--- src/rtl/cv32e40p_sleep_pwr_ctrl_pkg.sv ---
// cv32e40p_sleep_pwr_ctrl_pkg: state encoding and parameter defaults for the sleep power controller
package cv32e40p_sleep_pwr_ctrl_pkg;
  typedef logic [3:0] pwr_state_e;
  localparam pwr_state_e PWR_ACTIVE  = 4'b0000;
  localparam pwr_state_e PWR_SETTLE  = 4'b0001;
  localparam pwr_state_e PWR_REQ_ON  = 4'b0010;
  localparam pwr_state_e PWR_REQ_OFF = 4'b1000;
  localparam pwr_state_e PWR_OFF     = 4'b1100;
  localparam int IDLE_CYCLES_DEF = 4;
  localparam int ACK_TIMEOUT_DEF = 255;
  localparam int CNT_W_DEF       = 32;
endpackage

--- src/rtl/cv32e40p_sleep_pwr_ctrl_sat_counter.sv ---
// cv32e40p_sat_counter: saturating up-counter with clear priority over increment
// Ports: clk, rst_n (async active-low), clr (sync clear), inc (count enable), cnt (value)
module cv32e40p_sat_counter #(
  parameter int WIDTH = 32
) (
  input  logic             clk,
  input  logic             rst_n,
  input  logic             clr,
  input  logic             inc,
  output logic [WIDTH-1:0] cnt
);
  always_ff @(posedge clk or negedge rst_n)
    if (!rst_n) cnt <= '0;
    else cnt <= clr ? '0 : (inc && !(&cnt)) ? cnt + WIDTH'(1) : cnt;
endmodule

--- src/rtl/cv32e40p_sleep_pwr_ctrl.sv ---
// cv32e40p_sleep_pwr_ctrl: debounced sleep entry and four-phase power-off handshake with the SoC
// Ports: clk_ungated_i/rst_n free-running clock and async reset; core_sleep_i/wake_req_i from the
// sleep unit; wake_from_sleep_o gated wake back to it; pwr_req_o/pwr_ack_i SoC handshake;
// pwr_gated_o SoC confirmed off; ack_timeout_o/timeout_clr_i sticky timeout flag;
// sleep_cycles_o/sleep_cnt_clr_i saturating count of OFF cycles.
module cv32e40p_sleep_pwr_ctrl
  import cv32e40p_sleep_pwr_ctrl_pkg::*;
#(
  parameter int IDLE_CYCLES = IDLE_CYCLES_DEF,
  parameter int ACK_TIMEOUT = ACK_TIMEOUT_DEF,
  parameter int CNT_W       = CNT_W_DEF
) (
  input  logic             clk_ungated_i,
  input  logic             rst_n,
  input  logic             core_sleep_i,
  input  logic             wake_req_i,
  output logic             wake_from_sleep_o,
  output logic             pwr_req_o,
  input  logic             pwr_ack_i,
  output logic             pwr_gated_o,
  output logic             ack_timeout_o,
  input  logic             timeout_clr_i,
  output logic [CNT_W-1:0] sleep_cycles_o,
  input  logic             sleep_cnt_clr_i
);
  localparam int IW = IDLE_CYCLES > 1 ? $clog2(IDLE_CYCLES) : 1;
  localparam int TW = $clog2(ACK_TIMEOUT + 1);
  if (IDLE_CYCLES < 1 || ACK_TIMEOUT < 1) begin : g_bad_param
    $error("cv32e40p_sleep_pwr_ctrl: IDLE_CYCLES and ACK_TIMEOUT must be >= 1");
  end
  pwr_state_e    state_q, state_d;
  logic [IW-1:0] idle_cnt;
  logic [TW-1:0] to_cnt;
  logic          leave, waiting, to_fire;
  always_comb begin
    leave   = wake_req_i | ~core_sleep_i;
    waiting = (state_q == PWR_REQ_OFF) | (state_q == PWR_REQ_ON);
    // timeout only counts while the awaited ack edge is still missing
    to_fire = waiting & (pwr_ack_i == (state_q == PWR_REQ_ON)) & (to_cnt == TW'(ACK_TIMEOUT - 1));
    state_d = PWR_ACTIVE;
    case (state_q)
      PWR_ACTIVE:  state_d = (core_sleep_i & ~wake_req_i) ? PWR_SETTLE : PWR_ACTIVE;
      PWR_SETTLE:  state_d = leave ? PWR_ACTIVE : (idle_cnt == IW'(IDLE_CYCLES - 1)) ? PWR_REQ_OFF : PWR_SETTLE;
      PWR_REQ_OFF: state_d = pwr_ack_i ? PWR_OFF : (leave | to_fire) ? PWR_REQ_ON : PWR_REQ_OFF;
      PWR_OFF:     state_d = leave ? PWR_REQ_ON : PWR_OFF;
      PWR_REQ_ON:  state_d = (~pwr_ack_i | to_fire) ? PWR_ACTIVE : PWR_REQ_ON;
      default:     state_d = PWR_ACTIVE;
    endcase
  end
  always_ff @(posedge clk_ungated_i or negedge rst_n)
    if (!rst_n) begin
      state_q       <= PWR_ACTIVE;
      idle_cnt      <= '0;
      to_cnt        <= '0;
      ack_timeout_o <= 1'b0;
    end else begin
      state_q       <= state_d;
      idle_cnt      <= (state_q == PWR_SETTLE) ? idle_cnt + IW'(1) : '0;
      to_cnt        <= (state_d != state_q) ? '0 : to_cnt + TW'(waiting);
      ack_timeout_o <= to_fire | (ack_timeout_o & ~timeout_clr_i);
    end
  // dedicated encoding bits make the handshake outputs single-flop, glitch-free decodes
  assign pwr_req_o         = state_q[3];
  assign pwr_gated_o       = state_q[2];
  assign wake_from_sleep_o = wake_req_i & ~|state_q[3:1];
  cv32e40p_sat_counter #(.WIDTH(CNT_W)) u_sleep_cnt (
    .clk  (clk_ungated_i),
    .rst_n(rst_n),
    .clr  (sleep_cnt_clr_i),
    .inc  (state_q == PWR_OFF),
    .cnt  (sleep_cycles_o)
  );
endmodule

--- config.mk ---
export PLATFORM = sky130hd
export DESIGN_NAME = cv32e40p_sleep_pwr_ctrl
export DESIGN_NICKNAME = d
export VERILOG_FILES = /design/src/rtl/cv32e40p_sleep_pwr_ctrl_pkg.sv /design/src/rtl/cv32e40p_sleep_pwr_ctrl_sat_counter.sv /design/src/rtl/cv32e40p_sleep_pwr_ctrl.sv
export SDC_FILE = /design/constraint.sdc
export NUM_CORES = 1
export LEC_CHECK = 0
export ABC_CLOCK_PERIOD_IN_PS = 6550
export BUFFER_PORTS_ARGS = -buffer_cell sky130_fd_sc_hd__buf_2
export CORE_MARGIN = 2
export CORE_UTILIZATION = 60
export CTS_BUF_LIST = sky130_fd_sc_hd__clkbuf_8
export DETAILED_ROUTE_END_ITERATION = 10
export GPL_ROUTABILITY_DRIVEN = 0
export GPL_TIMING_DRIVEN = 0
export PLACE_DENSITY_LB_ADDON = 0.1
export SLEW_MARGIN = 20
export SYNTH_ARGS = -nofsm -noshare
export SYNTH_HDL_FRONTEND = slang
export SYNTH_SLANG_ARGS = --single-unit
export TNS_END_PERCENT = 30
--- constraint.sdc ---
create_clock -name clk_ungated_i -period 6.55 [get_ports clk_ungated_i]
set_input_delay 0.3275 -clock clk_ungated_i [delete_from_list [all_inputs] [get_ports clk_ungated_i]]
set_output_delay 0.3275 -clock clk_ungated_i [all_outputs]
set_load 0.02 [all_outputs]
Word level (Yosys, flattened, before mapping)
Index checks and enable logic that the tools add are counted.

word-level totals
  register bits after elaboration = 47
  latch bits = 0
  bits in writable memories = 0
  memory bits (read-only) = 0
  input bits = 7
  output and inout bits = 36
  word-level logic and storage cells = 49
  memories kept = 0

operators by class
  $add $sub $neg = 3
  multipliers = 0
  divide/modulo/power cells = 0
  $lt $le $gt $ge = 0
  eq/ne operators = 8
  shift-type cells = 0
  multiplexer cells = 12
  bitwise logic cells = 14
  reduce and logical (&&, ||, !) cells = 7

operators with widths
  kind                                           number
  2-to-1 mux 32 bit                              2
  adder 32 x 1 -> 32 bit, second input constant  1
  AND reduction 32 bit                           1
  2-to-1 mux 4 bit                               5
  one-hot mux 4 bit (5 select lines)             1
  adder 8 x 1 -> 8 bit                           1
  == test 4 bit, second input constant           2
  == test 8 bit, second input constant           1
  2-to-1 mux 8 bit                               1
  bitwise AND 1 bit                              5
  bitwise OR 1 bit                               5
  == test 4 x 1 -> 1 bit, second input constant  1
  == test 4 x 2 -> 1 bit, second input constant  1
  zero test 4 bit                                1
  2-to-1 mux 2 bit                               2
  != test 4 bit                                  1
  inverter 1 bit                                 4
  OR reduction 3 bit                             1
  adder 2 x 1 -> 2 bit, second input constant    1
  == test 2 bit, second input constant           1
  zero test 1 bit                                2
  nonzero test 2 bit                             1
  == test 1 bit                                  1
  logical AND 1 bit                              1
  2-to-1 mux 1 bit                               1

Longest topological paths before layout
  word-level depth = 10
  gate-level depth with buffers = 8

Modules after synthesis
Synthesis repeated with hierarchy kept, for this count alone.

unflattened totals
  cell total of the unflattened synthesis = 281
  area total of the unflattened synthesis = 2750.1 um^2

by module, submodules not included
  module                   instances  cells each  area an instance (um^2)  sequential area each (um^2)
  cv32e40p_sat_counter     1          190         1865.5                   800.8
  cv32e40p_sleep_pwr_ctrl  1          91          884.6                    375.4

Worst setup path before layout
OpenSTA, ideal clock, no wires.

  path type = register to register
  start point = reg state_q[2]
  end point = reg u_sleep_cnt.cnt[30]
  setup time = 0.078 ns
  arrival = 2.094 ns
  required time = 6.472 ns
  slack = 4.378 ns
  stages on the path, launching flop included = 8
  period minus slack after synthesis = 2.172 ns
  path through = dfrtp_1 -> buf_2 -> and4bb_2 -> nand3_2 -> or3_1 -> buf_2 -> or4_1 -> a21oi_1

between the ends
  cells in the longest elaborated chain, start to end = 3

ends and longest elaborated chain
  element                              RTL line                                   text
  start: declaration                   cv32e40p_sleep_pwr_ctrl.sv:31              pwr_state_e state_q, state_d;
  start signal: assignment             cv32e40p_sleep_pwr_ctrl.sv:57              state_q <= state_d;
  == test 4 bit                        cv32e40p_sleep_pwr_ctrl.sv:70              .inc (state_q == PWR_OFF),
  logical AND 1 bit                    cv32e40p_sleep_pwr_ctrl_sat_counter.sv:14  else cnt <= clr ? '0 : (inc && !(&cnt)) ? cnt + WIDTH'(1) : cnt;
  nonzero test 2 bit (no source line)  n/a
  end signal: assignment               cv32e40p_sleep_pwr_ctrl_sat_counter.sv:14
  end: declaration                     cv32e40p_sleep_pwr_ctrl_sat_counter.sv:10  output logic [WIDTH-1:0] cnt

No other way between the ends.
A chain may end at the register's enable or synchronous reset.

Worst setup path after layout
  start point = reg u_sleep_cnt.cnt[22]
  end point = reg u_sleep_cnt.cnt[30]

between the ends
  cells in the longest elaborated chain, start to end = 4

ends and longest elaborated chain
  element
  branches (longest 4 deep; another with adder 32 x 1 -> 32 bit)

Several ways; the timed one is not identified. The select of a mux whose other input is x is not followed.

==> impl_metrics.py <==
metrics = {
    "clock_tree": {
        "cts_resized": 0,
        "clock-sinks": 47,
        "hold_buffers": 0,
        "insertion_delay_ns": 0.30,
        "tritoncts": "built",
        "path_clk_slew_ns": 0.09,
        "max-clock-path-buffers": 2,
        "cts_buffers": 5,
        "post_cts_buffers": 0,
        "cts.htree.levels": 2,
        "cts-root-buf": "clkbuf_8",
    },
    "hold_path": {
        "min_path_type": "in -> async",
    },
    "worst_setup_path": {
        "path_buf_inv": 2,
        "critPathLaunch": "u_sleep_cnt.cnt[22]",
        "worstPathRequired_ns": 6.78,
        "worstPathMaxFanout": 6,
        "reg2reg_depth": 7,
        "r2r-start": "u_sleep_cnt.cnt[22]",
        "start_kind": "flip-flop",
        "worst_setup_path_end_kind": "flip-flop",
        "endpoint": "u_sleep_cnt.cnt[30]",
        "critPathMaxStageDelay_ns": 0.47,
        "r2r-end": "u_sleep_cnt.cnt[30]",
        "crit_family": "simple AND/OR/NAND/NOR gates",
        "slowest_stage": "or4_1",
        "ff2ff_setup_slack_ns": 4.31,
        "arrival_ns": 2.47,
        "path_cells": "and4_1 > and3_1 > clkbuf_1 > or3_1 > buf_2 > or4_1 > a21oi_1",
        "path_depth": 7,
        "critPathKind": "reg -> reg",
    },
    "route": {
        "drcViolationCount": 0,
        "drtIter0Drc": 66,
        "routed_wl_mm": 5.56,
        "first_pass_iters": 4,
        "routed-via-count": 2242,
        "ant_nets": 0,
        "routedWlPerCell_um": 14.6,
        "drt-vias-per-instance": 5.90,
    },
    "timing": {
        "finalCritPeriodShare_pct": 34.2,
        "rsz0062_at_grt": "no",
        "fin_tns_setup_ns": 0,
        "min_period_ns": 2.24,
        "slew_headroom_pct": 61.0,
        "hold_viol": 0,
        "setup_viol": 0,
        "drv_slew": 0,
        "worst_slack_ns": 4.31,
        "fmax_mhz": 447,
        "fin_skew_ns": 0.00662,
        "tightest_slew_ns": 0.586,
    },
    "synth": {
        "synth.yosys.seq_area_share_pct": 44.8,
        "synthMostInstantiatedCell": "dfrtp_1",
        "synth_edf_count": 0,
        "ys_types": 43,
        "netlist_area_sq_um": 2630,
        "dominantRegCellSynth": "dfrtp_1",
        "synth_area_per_cell_sq_um": 9.45,
        "synth.area.top_cells": "dfrtp_1, xnor2_1, nor2_1",
        "synth_cells": 278,
        "yosysWarnings": 0,
        "synth_top_cell_by_area": "dfrtp_1",
        "syn_nets": 289,
        "yosys-top-cells-count": "dfrtp_1, nor2_1, xnor2_1, a21oi_1, nand2_1",
        "async_reset_ff_share_pct": 100,
        "synth_seq_cells": 47,
        "synth.top_cell.area_share_pct": 44.8,
    },
    "die": {
        "die_h_um": 70.2,
        "core_sq_um": 4290,
        "die-width_um": 70.2,
        "initial_utilization_pct": 61.2,
        "fp.dieArea_sq_um": 4920,
        "num_rows": 24,
        "io_pins": 43,
    },
    "pwr": {
        "seqPwrFrac_pct": 51.8,
        "switchingPower_mw": 0.114,
        "peakVddDrop_uv": 104,
        "power_mw": 0.563,
        "switching_share_pct": 20.3,
        "clockPowerShare_pct": 44.5,
        "p_leak_nw": 1.42,
        "p_int_mw": 0.448,
        "power_density_nw_per_um2": 185,
        "p_comb_share_pct": 3.7,
    },
    "grt": {
        "grtUsageTotal_pct": 24.5,
        "grt_remaining_overflow": 0,
        "antenna_found_initial": 0,
        "grt_max_degree": 48,
        "grt_pass1_wl_mm": 9.78,
        "grt_pass1_vias": 2161,
    },
    "layout": {
        "drive_gt1_share_pct": 21.3,
        "nFillCells": 348,
        "area_growth_syn_to_layout_pct": 15.8,
        "nets": 338,
        "final_cell_count_no_fill": 380,
        "final_area_sq_um": 3040,
        "antenna_cells": 0,
    },
    "outcome": {
        "status": "finished clean",
    },
    "place": {
        "placed_cells": 372,
        "port-buffer-count": 42,
        "dp_hpwl_mm": 3.84,
        "dp_slack_ns": 4.34,
        "placed_cell_area_sq_um": 2900,
    },
    "job": {
        "maxCapViolations": 0,
    },
}
power groups by stage:
stage	logic [mW]	registers, mW	clock network [mW]
2_1_floorplan	0.0101	0.297	0
3_3_place_gp	0.0213	0.297	0
3_5_place_dp	0.0213	0.297	0
4_1_cts	0.0215	0.291	0.256
5_1_grt	0.0244	0.291	0.266
6_report	0.0211	0.291	0.250
area by class of cell:
| cell class | count | area, sq um | share of cell area [%] |
|---|---|---|---|
| plain buffers | 13 | 63.8 | 2.10 |
| clock buffers | 5 | 68.8 | 2.26 |
| clock inverters | 3 | 67.6 | 2.22 |
| inverters | 9 | 33.8 | 1.11 |
| multi-input cells | 209 | 1350 | 44.5 |
| flip-flops and latches | 47 | 1180 | 38.7 |
| well taps | 52 | 65.1 | 2.14 |
| repair buffers | 42 | 213 | 7.00 |
worst min-delay path by stage:
stage / from / to / slack (ns) / cells after the start
global route: rst_n / u_sleep_cnt.cnt[31] / 0.06 / 1
CTS: timeout_clr_i / ack_timeout_o / 0.18 / 2
finish: rst_n / u_sleep_cnt.cnt[23] / 0.02 / 1
floorplan: rst_n / ack_timeout_o / 0.03 / 0
global placement: idle_cnt[0] / idle_cnt[0] / 0.42 / 1
detailed placement: idle_cnt[0] / idle_cnt[0] / 0.44 / 1
registers in the layout, indices dropped and copies added (netlist names):
register / cells
u_sleep_cnt.cnt: 32
to_cnt: 8
state_q: 4
idle_cnt: 2
ack_timeout_o: 1
logic make-up (layout without fill, tap and decap cells):
| group | count (synthesis) | in the layout | share of synthesized area (%) |
|---|---|---|---|
| xor gates and xnor gates | 23 | 23 | 7.67 |
| DFF | 47 | 47 | 44.8 |
| adders and majority gates | 4 | 4 | 1.91 |
| muxes | 8 | 8 | 3.38 |
| and+or+nand+nor | 132 | 132 | 28.4 |
| AOI/OAI and AO/OA | 42 | 42 | 10.1 |
| buffers and inverters | 22 | 72 | 3.72 |
cells in the final DEF, fill, tap and decap left out, types with 8 or more instances in the layout:
cell      instances
xnor2_1          19
o21ai_0           8
nand3_1          12
dfrtp_1          47
nor2_1           38
and3_1           12
clkbuf_1          8
inv_1             9
buf_2            44
nor2b_1          10
nand4_1           8
a21oi_1          14
nand2_1          14
routing by layer:
metal	wire (um)	GRT usage (%)	share of wire [%]	vias up
li1	-	-	-	1088
met1	2620	35.0	47	1084
met2	2590	38.6	47	62
met3	272	5.05	4.9	8
met4	73	6.20	1.3	0
met5	0	0	0	-
stage by stage:
step | hold slack (ns) | utilization [%]
after floorplan | 0.0319 | -
after global placement | 0.423 | 67.6
after detailed placement | 0.436 | 67.6
after CTS | 0.182 | 70.7
after global routing | 0.0618 | 70.8
final | 0.0164 | 70.8
Note: power is estimated with default switching activity, not from simulation.
